**src/rtl/mda_vram_port.sv**
```systemverilog
// VRAM SRAM port for the MDA/Hercules sequencer: display fetches take the pins
// combinationally from the slot strobes, CPU accesses run a 3-cycle FSM in ISA slots.
module mda_vram_port #(
  parameter int VRAM_AW = 15
) (
  input  logic               clk,
  input  logic               reset_n,
  input  logic               vram_read,
  input  logic               vram_read_a0,
  input  logic               vram_read_char,
  input  logic               vram_read_att,
  input  logic               isa_op_enable,
  input  logic [VRAM_AW-2:0] disp_addr,
  input  logic [VRAM_AW-1:0] bus_addr,
  input  logic               bus_rd_req,
  input  logic               bus_wr_req,
  input  logic [7:0]         bus_din,
  output logic [7:0]         bus_dout,
  output logic               bus_ack,
  output logic [VRAM_AW-1:0] ram_a,
  input  logic [7:0]         ram_d_in,
  output logic [7:0]         ram_d_out,
  output logic               ram_d_oe,
  output logic               ram_oe_l,
  output logic               ram_we_l,
  output logic [7:0]         char_byte,
  output logic [7:0]         att_byte,
  output logic               fetch_valid
);

  typedef enum logic [1:0] {IDLE, ADDR, STROBE, FINISH} state_t;

  state_t             state, state_nxt;
  logic [VRAM_AW-1:0] op_addr;
  logic [7:0]         op_data;
  logic               op_wr;
  logic               start;
  logic               op_done;

  // bus_ack is still high on the cycle after FINISH; a held request must not restart then
  assign start   = (state == IDLE) && isa_op_enable && !vram_read &&
                   (bus_wr_req || bus_rd_req) && !bus_ack;
  assign op_done = (state == FINISH) && !vram_read;

  assign ram_d_out = op_data;

  always_ff @(posedge clk or negedge reset_n) begin
    if (!reset_n) begin
      state <= IDLE;
    end else begin
      state <= state_nxt;
    end
  end

  always_ff @(posedge clk or negedge reset_n) begin
    if (!reset_n) begin
      op_addr <= '0;
      op_data <= '0;
      op_wr   <= 1'b0;
    end else if (start) begin
      op_addr <= bus_addr;
      op_data <= bus_din;
      op_wr   <= bus_wr_req;
    end
  end

  // Pin control is combinational and gated by reset_n so a reset mid-write
  // releases WE and the data drivers without waiting for a clock edge.
  always_comb begin
    state_nxt = state;
    ram_a     = '0;
    ram_oe_l  = 1'b1;
    ram_we_l  = 1'b1;
    ram_d_oe  = 1'b0;
    case (state)
      IDLE:    if (start) state_nxt = ADDR;
      ADDR:    state_nxt = vram_read ? IDLE : STROBE;
      STROBE:  state_nxt = vram_read ? IDLE : FINISH;
      FINISH:  state_nxt = IDLE;
      default: state_nxt = IDLE;
    endcase
    if (reset_n) begin
      if (vram_read) begin
        ram_a    = {disp_addr, vram_read_a0};
        ram_oe_l = 1'b0;
      end else if (state != IDLE) begin
        ram_a = op_addr;
        if (op_wr) begin
          ram_d_oe = 1'b1;
          ram_we_l = (state != STROBE);
        end else begin
          ram_oe_l = 1'b0;
        end
      end
    end
  end

  always_ff @(posedge clk or negedge reset_n) begin
    if (!reset_n) begin
      bus_ack  <= 1'b0;
      bus_dout <= '0;
    end else begin
      bus_ack <= op_done;
      if (op_done && !op_wr) bus_dout <= ram_d_in;
    end
  end

  always_ff @(posedge clk or negedge reset_n) begin
    if (!reset_n) begin
      char_byte   <= '0;
      att_byte    <= '0;
      fetch_valid <= 1'b0;
    end else begin
      if (vram_read_char) char_byte <= ram_d_in;
      if (vram_read_att)  att_byte  <= ram_d_in;
      fetch_valid <= vram_read_att;
    end
  end

endmodule

```
**config.mk**
```make
export PLATFORM = sky130hd
export DESIGN_NAME = mda_vram_port
export DESIGN_NICKNAME = d
export VERILOG_FILES = /design/src/rtl/mda_vram_port.sv
export SDC_FILE = /design/constraint.sdc
export NUM_CORES = 1
export LEC_CHECK = 0
export ABC_CLOCK_PERIOD_IN_PS = 2500
export BUFFER_PORTS_ARGS = -buffer_cell sky130_fd_sc_hd__buf_2
export CAP_MARGIN = 20
export CORE_ASPECT_RATIO = 1.2
export CORE_MARGIN = 3
export CORE_UTILIZATION = 50
export DETAILED_ROUTE_END_ITERATION = 10
export PLACE_DENSITY = 0.85
export SYNTH_ARGS = -nofsm -noshare
export SYNTH_HDL_FRONTEND = slang
export SYNTH_SLANG_ARGS = --single-unit
export TNS_END_PERCENT = 100
```
**constraint.sdc**
```tcl
create_clock -name clk -period 2.5 [get_ports clk]
set_clock_uncertainty 0.15 [all_clocks]
set_input_delay 0.25 -clock clk [delete_from_list [all_inputs] [get_ports clk]]
set_output_delay 0.25 -clock clk [all_outputs]
set_load 0.05 [all_outputs]
```
==> results of run 1 <==
-- flip-flops by register name, summed over array words and instances (netlist names) --
name	count
ram_d_out	8
att_byte	8
bus_dout	8
op_addr	15
op_wr	1
state	2
char_byte	8
fetch_valid	1
bus_ack	1
-- worst register-to-register path: cells and delay by family (launching register included) --
kind	cells	cell delay, ns
simple gates	2	0.57
flops	1	0.42
mux	1	0.34
-- power by group --
part | internal [W] | switching [W] | leakage, nW | total, W
Clock | 0.000226 | 0.000245 | 0.0455 | 0.000471
Combinational | 0.000390 | 0.000780 | 0.772 | 0.00117
Sequential | 0.00108 | 0.000138 | 0.628 | 0.00121
-- cell type report --
| type | count | area (um^2) |
|---|---|---|
| timing repair buffer | 110 | 565.5 |
| clock buffer | 8 | 90.09 |
| sequential | 52 | 1301 |
| multi-input combinational | 92 | 877.1 |
| fill | 359 | 1390 |
| tap | 56 | 70.07 |
-- final timing paths --
check,slack (ns),depth (start not counted),end
max reg2reg,0.90,3,bus_dout[7]
min reg2reg,0.36,1,att_byte[7]
min,0.03,2,ram_d_out[5]
max in group asynchronous,1.12,3,op_addr[5]
max,0.36,4,ram_d_oe
min in group asynchronous,0.33,2,op_addr[9]
-- cells in the final DEF, fill, tap and decap left out, drive strengths merged --
cell type      n
xnor2          1
nor3b          2
nand3          1
nor2b         16
a22oi         15
and3           1
dlygate4sd3    1
o21ai          1
o21ba          1
or2            1
mux2          48
nor2           3
and3b          1
buf          109
clkbuf         8
o211a          1
dfrtp         52
-- layer usage --
layer  vias to the layer above  track usage  wire length, um
met3                        10      0.04789              355
li1                        761            -                -
met4                         0      0.05680               70
met1                       773       0.2075             1947
met2                        76       0.3206             2328
met5                         -            0                0
-- per-stage QoR --
| step | hold slack (ns) | power (W) | worst slack [ns] | cell area [um^2] | util |
|---|---|---|---|---|---|
| after global routing | 0.01614 | 0.003001 | 0.2090 | 2904 | 0.6763 |
| after global placement | 0.09897 | 0.002377 | 0.6558 | 2804 | 0.6530 |
| final | 0.03472 | 0.002856 | 0.3631 | 2904 | 0.6763 |
| after CTS | 0.02504 | 0.002884 | 0.3569 | 2904 | 0.6763 |
| after detailed placement | 0.1083 | 0.002406 | 0.6106 | 2804 | 0.6530 |
| after floorplan | -0.1956 | 0.002111 | 0.3877 | 2255 | - |
-- cell families after synthesis --
| family | after synthesis | share of synthesized area |
|---|---|---|
| AOI/OAI and AO/OA | 18 | 0.06104 |
| buffers and inverters | 11 | 0.03385 |
| DFF | 52 | 0.5771 |
| and+or+nand+nor | 25 | 0.07103 |
| muxes | 48 | 0.2531 |
| xor gates and xnor gates | 1 | 0.003885 |
-- repair_timing --
item,CTS,global route
hold endpoints to repair,14,0
endpoints found under the setup margin,0,0
hold buffers,1,0
==> impl_metrics.env, run 1 <==
export IMPL_max_cap_violations=0
export IMPL_synth_ff_type="dfrtp_1"
export IMPL_insertion_delay_ns=0.29
export IMPL_ir_worst_vdd_mv=0.5515
export IMPL_period_minus_slack_ns=2.137
export IMPL_pin_count=106
export IMPL_grt_max_degree=35
export IMPL_fin_tns_setup_ns=0
export IMPL_core_area_um2=4294
export IMPL_cp_end_kind="output pin"
export IMPL_critical_path_buf_inv_count=3
export IMPL_yosysTopAreaCell="dfrtp_1"
export IMPL_portBuffers=105
export IMPL_rsz0062_at_grt="no"
export IMPL_cts_resized=0
export IMPL_stdcell_count=318
export IMPL_grt_pass1_vias=1646
export IMPL_syn_nets=209
export IMPL_dr_total_vias=1620
export IMPL_diodes=0
export IMPL_cts_tree="built"
export IMPL_num_rows=26
export IMPL_startpoint="reset_n"
export IMPL_hpwl_mm=3.549
export IMPL_hold_viol=0
export IMPL_synth_commonest_cells="dfrtp_1, mux2_2, a22oi_1, nor2b_1, mux2_4"
export IMPL_cts_max_path_buffers=2
export IMPL_routed_wl_mm=4.702
export IMPL_cts_clk_slew_worst_paths_ns=0.08
export IMPL_antenna_found_initial=0
export IMPL_avgSynthCellArea_um2=14.55
export IMPL_track_usage=0.1805
export IMPL_cts_root_buf="clkbuf_8"
export IMPL_ys_types=20
export IMPL_slew_headroom=0.6360
export IMPL_synth_area_um2=2255
export IMPL_ys_ff_latch=52
export IMPL_cp_required_ns=2.10
export IMPL_yosysMostFrequentCell="dfrtp_1"
export IMPL_synth_top_cells_by_area="dfrtp_1, mux2_2, mux2_4, a22oi_1, nor2b_1"
export IMPL_cp_max_fo=34
export IMPL_drv_slew=0
export IMPL_crit_top_cell="buf_2"
export IMPL_viasPerCell=5.094
export IMPL_drt_iter0_markers=53
export IMPL_htreeDepth=2
export IMPL_p_leak_nw=1.445
export IMPL_overflow=0
export IMPL_drt_first_pass_iters=6
export IMPL_power_density_nw_per_um2=983.4
export IMPL_layout_drive_gt1_share=0.6336
export IMPL_outcome="finished clean"
export IMPL_critPathKind="input pin to output pin"
export IMPL_worst_pin_slew_ns=0.5461
export IMPL_wl_per_cell_um=14.79
export IMPL_drc_errors=0
export IMPL_hold_class="input pin to register"
export IMPL_post_cts_setup_buffers=0
export IMPL_synth_edf_count=0
export IMPL_die_width_um=67.30
export IMPL_reg2reg_from="state[0]"
export IMPL_crit_slowest_cell="dlygate4sd3_1"
export IMPL_async_reset_ff_frac=1.000
export IMPL_fmax_mhz=468.0
export IMPL_numClockSinks=52
export IMPL_die_height_um=79.56
export IMPL_netlist_area_leader_share=0.5771
export IMPL_syn_inst=155
export IMPL_drtAntennaViolNets=0
export IMPL_synth_warnings=0
export IMPL_die_area_um2=5354
export IMPL_min_from="bus_din[5]"
export IMPL_critPathTopFamily="buffers and inverters"
export IMPL_crit_arrival_ns=1.74
export IMPL_critPathLaunchType="input pin"
export IMPL_gp_congestion=0.7340
export IMPL_yosysSeqAreaShare=0.5771
export IMPL_grt_pass1_wl_mm=7.320
export IMPL_layout_nets=315
export IMPL_area_growth_pct=28.80
export IMPL_path_cells="dlygate4sd3_1 -> buf_2 -> and3_1 -> buf_2"
export IMPL_dp_cells=309
export IMPL_initial_utilization=0.5251
export IMPL_period_share=0.8548
export IMPL_setup_viol=0
export IMPL_cts_made_buffers=5
export IMPL_cpPeakStageDelay_ns=0.53
Power figures use the tool's default switching activity.
==> run 2: changes to the inputs <==
--- a/constraint.sdc
+++ b/constraint.sdc
@@ -3,3 +3,3 @@
 set_input_delay 0.25 -clock clk [delete_from_list [all_inputs] [get_ports clk]]
 set_output_delay 0.25 -clock clk [all_outputs]
-set_load 0.05 [all_outputs]
+set_load 0.1 [all_outputs]
==> impl_metrics.env, run 2 (synthesis results as in run 1) <==
export IMPL_p_leak_nw=1.512
export IMPL_wl_per_cell_um=15.42
export IMPL_viasPerCell=5.145
export IMPL_die_width_um=67.30
export IMPL_post_cts_setup_buffers=0
export IMPL_cp_max_fo=38
export IMPL_outcome="finished clean"
export IMPL_initial_utilization=0.5251
export IMPL_drc_errors=0
export IMPL_period_minus_slack_ns=2.244
export IMPL_cts_tree="built"
export IMPL_period_share=0.8977
export IMPL_nFillCells=310
export IMPL_fin_tns_setup_ns=0
export IMPL_dp_cells=309
export IMPL_ir_worst_vdd_mv=0.8574
export IMPL_numClockSinks=52
export IMPL_cts_root_buf="clkbuf_8"
export IMPL_insertion_delay_ns=0.30
export IMPL_stdcell_count=318
export IMPL_cts_clk_slew_worst_paths_ns=0.09
export IMPL_largest_reg_flops=15
export IMPL_cp_end_kind="output pin"
export IMPL_power_density_nw_per_um2=1125
export IMPL_setup_viol=0
export IMPL_grt_pass1_vias=1622
export IMPL_area_growth_pct=41.45
export IMPL_cts_resized=0
export IMPL_diodes=0
export IMPL_rsz0062_at_grt="no"
export IMPL_seqCellArea_um2=1301
export IMPL_portBuffers=105
export IMPL_multiInputGateArea_um2=914.6
export IMPL_slew_headroom=0.5594
export IMPL_final_area_um2=3189
export IMPL_worst_pin_slew_ns=0.6609
export IMPL_regMostFlops="op_addr"
export IMPL_drt_first_pass_iters=4
export IMPL_hold_class="input pin to register"
export IMPL_routed_wl_mm=4.903
export IMPL_drt_iter0_markers=55
export IMPL_layout_drive_gt1_share=0.6985
export IMPL_critPathKind="input pin to output pin"
export IMPL_pre_cts_slack_ns=0.6089
export IMPL_layout_common_cells="buf_2, dfrtp_1, mux2_2"
export IMPL_cts_made_buffers=5
export IMPL_track_usage=0.1925
export IMPL_hpwl_mm=3.789
export IMPL_grt_max_degree=39
export IMPL_layout_nets=315
export IMPL_die_height_um=79.56
export IMPL_overflow=0
export IMPL_core_area_um2=4294
export IMPL_drv_slew=0
export IMPL_num_rows=26
export IMPL_pin_count=106
export IMPL_dpl_instance_area_um2=3082
export IMPL_gp_congestion=0.7515
export IMPL_max_cap_violations=0
export IMPL_finish_utilization=0.7427
export IMPL_antenna_found_initial=0
export IMPL_cts_max_path_buffers=2
export IMPL_grt_pass1_wl_mm=7.817
export IMPL_dr_total_vias=1636
export IMPL_crit_arrival_ns=1.84
export IMPL_htreeDepth=2
export IMPL_worst_slack_ns=0.2559
export IMPL_fmax_mhz=445.6
export IMPL_hold_viol=0
export IMPL_critPathLaunchType="input pin"
export IMPL_die_area_um2=5354
export IMPL_mostFrequentLayoutCell="buf_2"
export IMPL_cp_required_ns=2.10
export IMPL_drtAntennaViolNets=0
run 2: changes by cell type in the layout (fill, tap and decap cells not counted), sizes merged:
cell,before,now
clkinvlp,0,2
clkbuf,8,6
run 2: metrics by stage:
stage / total power [W] / hold slack [ns]
finish: 0.003588 / 0.02486
global route: 0.003739 / 0.005990
CTS: 0.003615 / 0.01216
detailed placement: 0.003119 / 0.1523
global placement: 0.003083 / 0.1512
floorplan: 0.002728 / -0.1956
run 2: worst paths after layout:
kind / from / cells after the start / slack [ns] / to
max: reset_n / 4 / 0.26 / ram_a[8]
min: bus_din[6] / 2 / 0.02 / ram_d_out[6]
max reg2reg: state[1] / 4 / 0.85 / op_addr[11]
min reg2reg: ram_d_out[1] / 1 / 0.36 / ram_d_out[1]
max in group asynchronous: reset_n / 3 / 1.13 / att_byte[4]
min in group asynchronous: reset_n / 2 / 0.37 / op_addr[10]
run 2: critical path: stages:
cell and delay [ns]:
dlygate4sd3_1 0.53, buf_2 0.54, nor2b_2 0.32, buf_12 0.19
run 2: cell type report:
class / instances / area share
Sequential cell: 52 / 0.4080
Multi-Input combinational cell: 92 / 0.2868
Timing Repair Buffer: 110 / 0.2526
Clock buffer: 6 / 0.02589
Tap cell: 56 / 0.02197
Clock inverter: 2 / 0.004708
run 2: per-layer routing:
layer / share of wire / global-route usage
met4: 0.011 / 0.05680
met5: 0 / 0
met1: 0.40 / 0.2486
met2: 0.50 / 0.3147
met3: 0.090 / 0.05211
run 2: power by group:
part | internal [W] | total (W) | switching [W]
clock | 0.000224 | 0.000493 | 0.000269
combinational | 0.000464 | 0.00188 | 0.00142
sequential | 0.00108 | 0.00121 | 0.000136
total | 0.00176 | 0.00359 | 0.00182
run 2: what timing repair did:
| item | 4_1_cts | 5_1_grt |
|---|---|---|
| hold buffers | 1 | 0 |
| hold endpoints to repair | 18 | 0 |
| setup endpoints to repair | 0 | 0 |
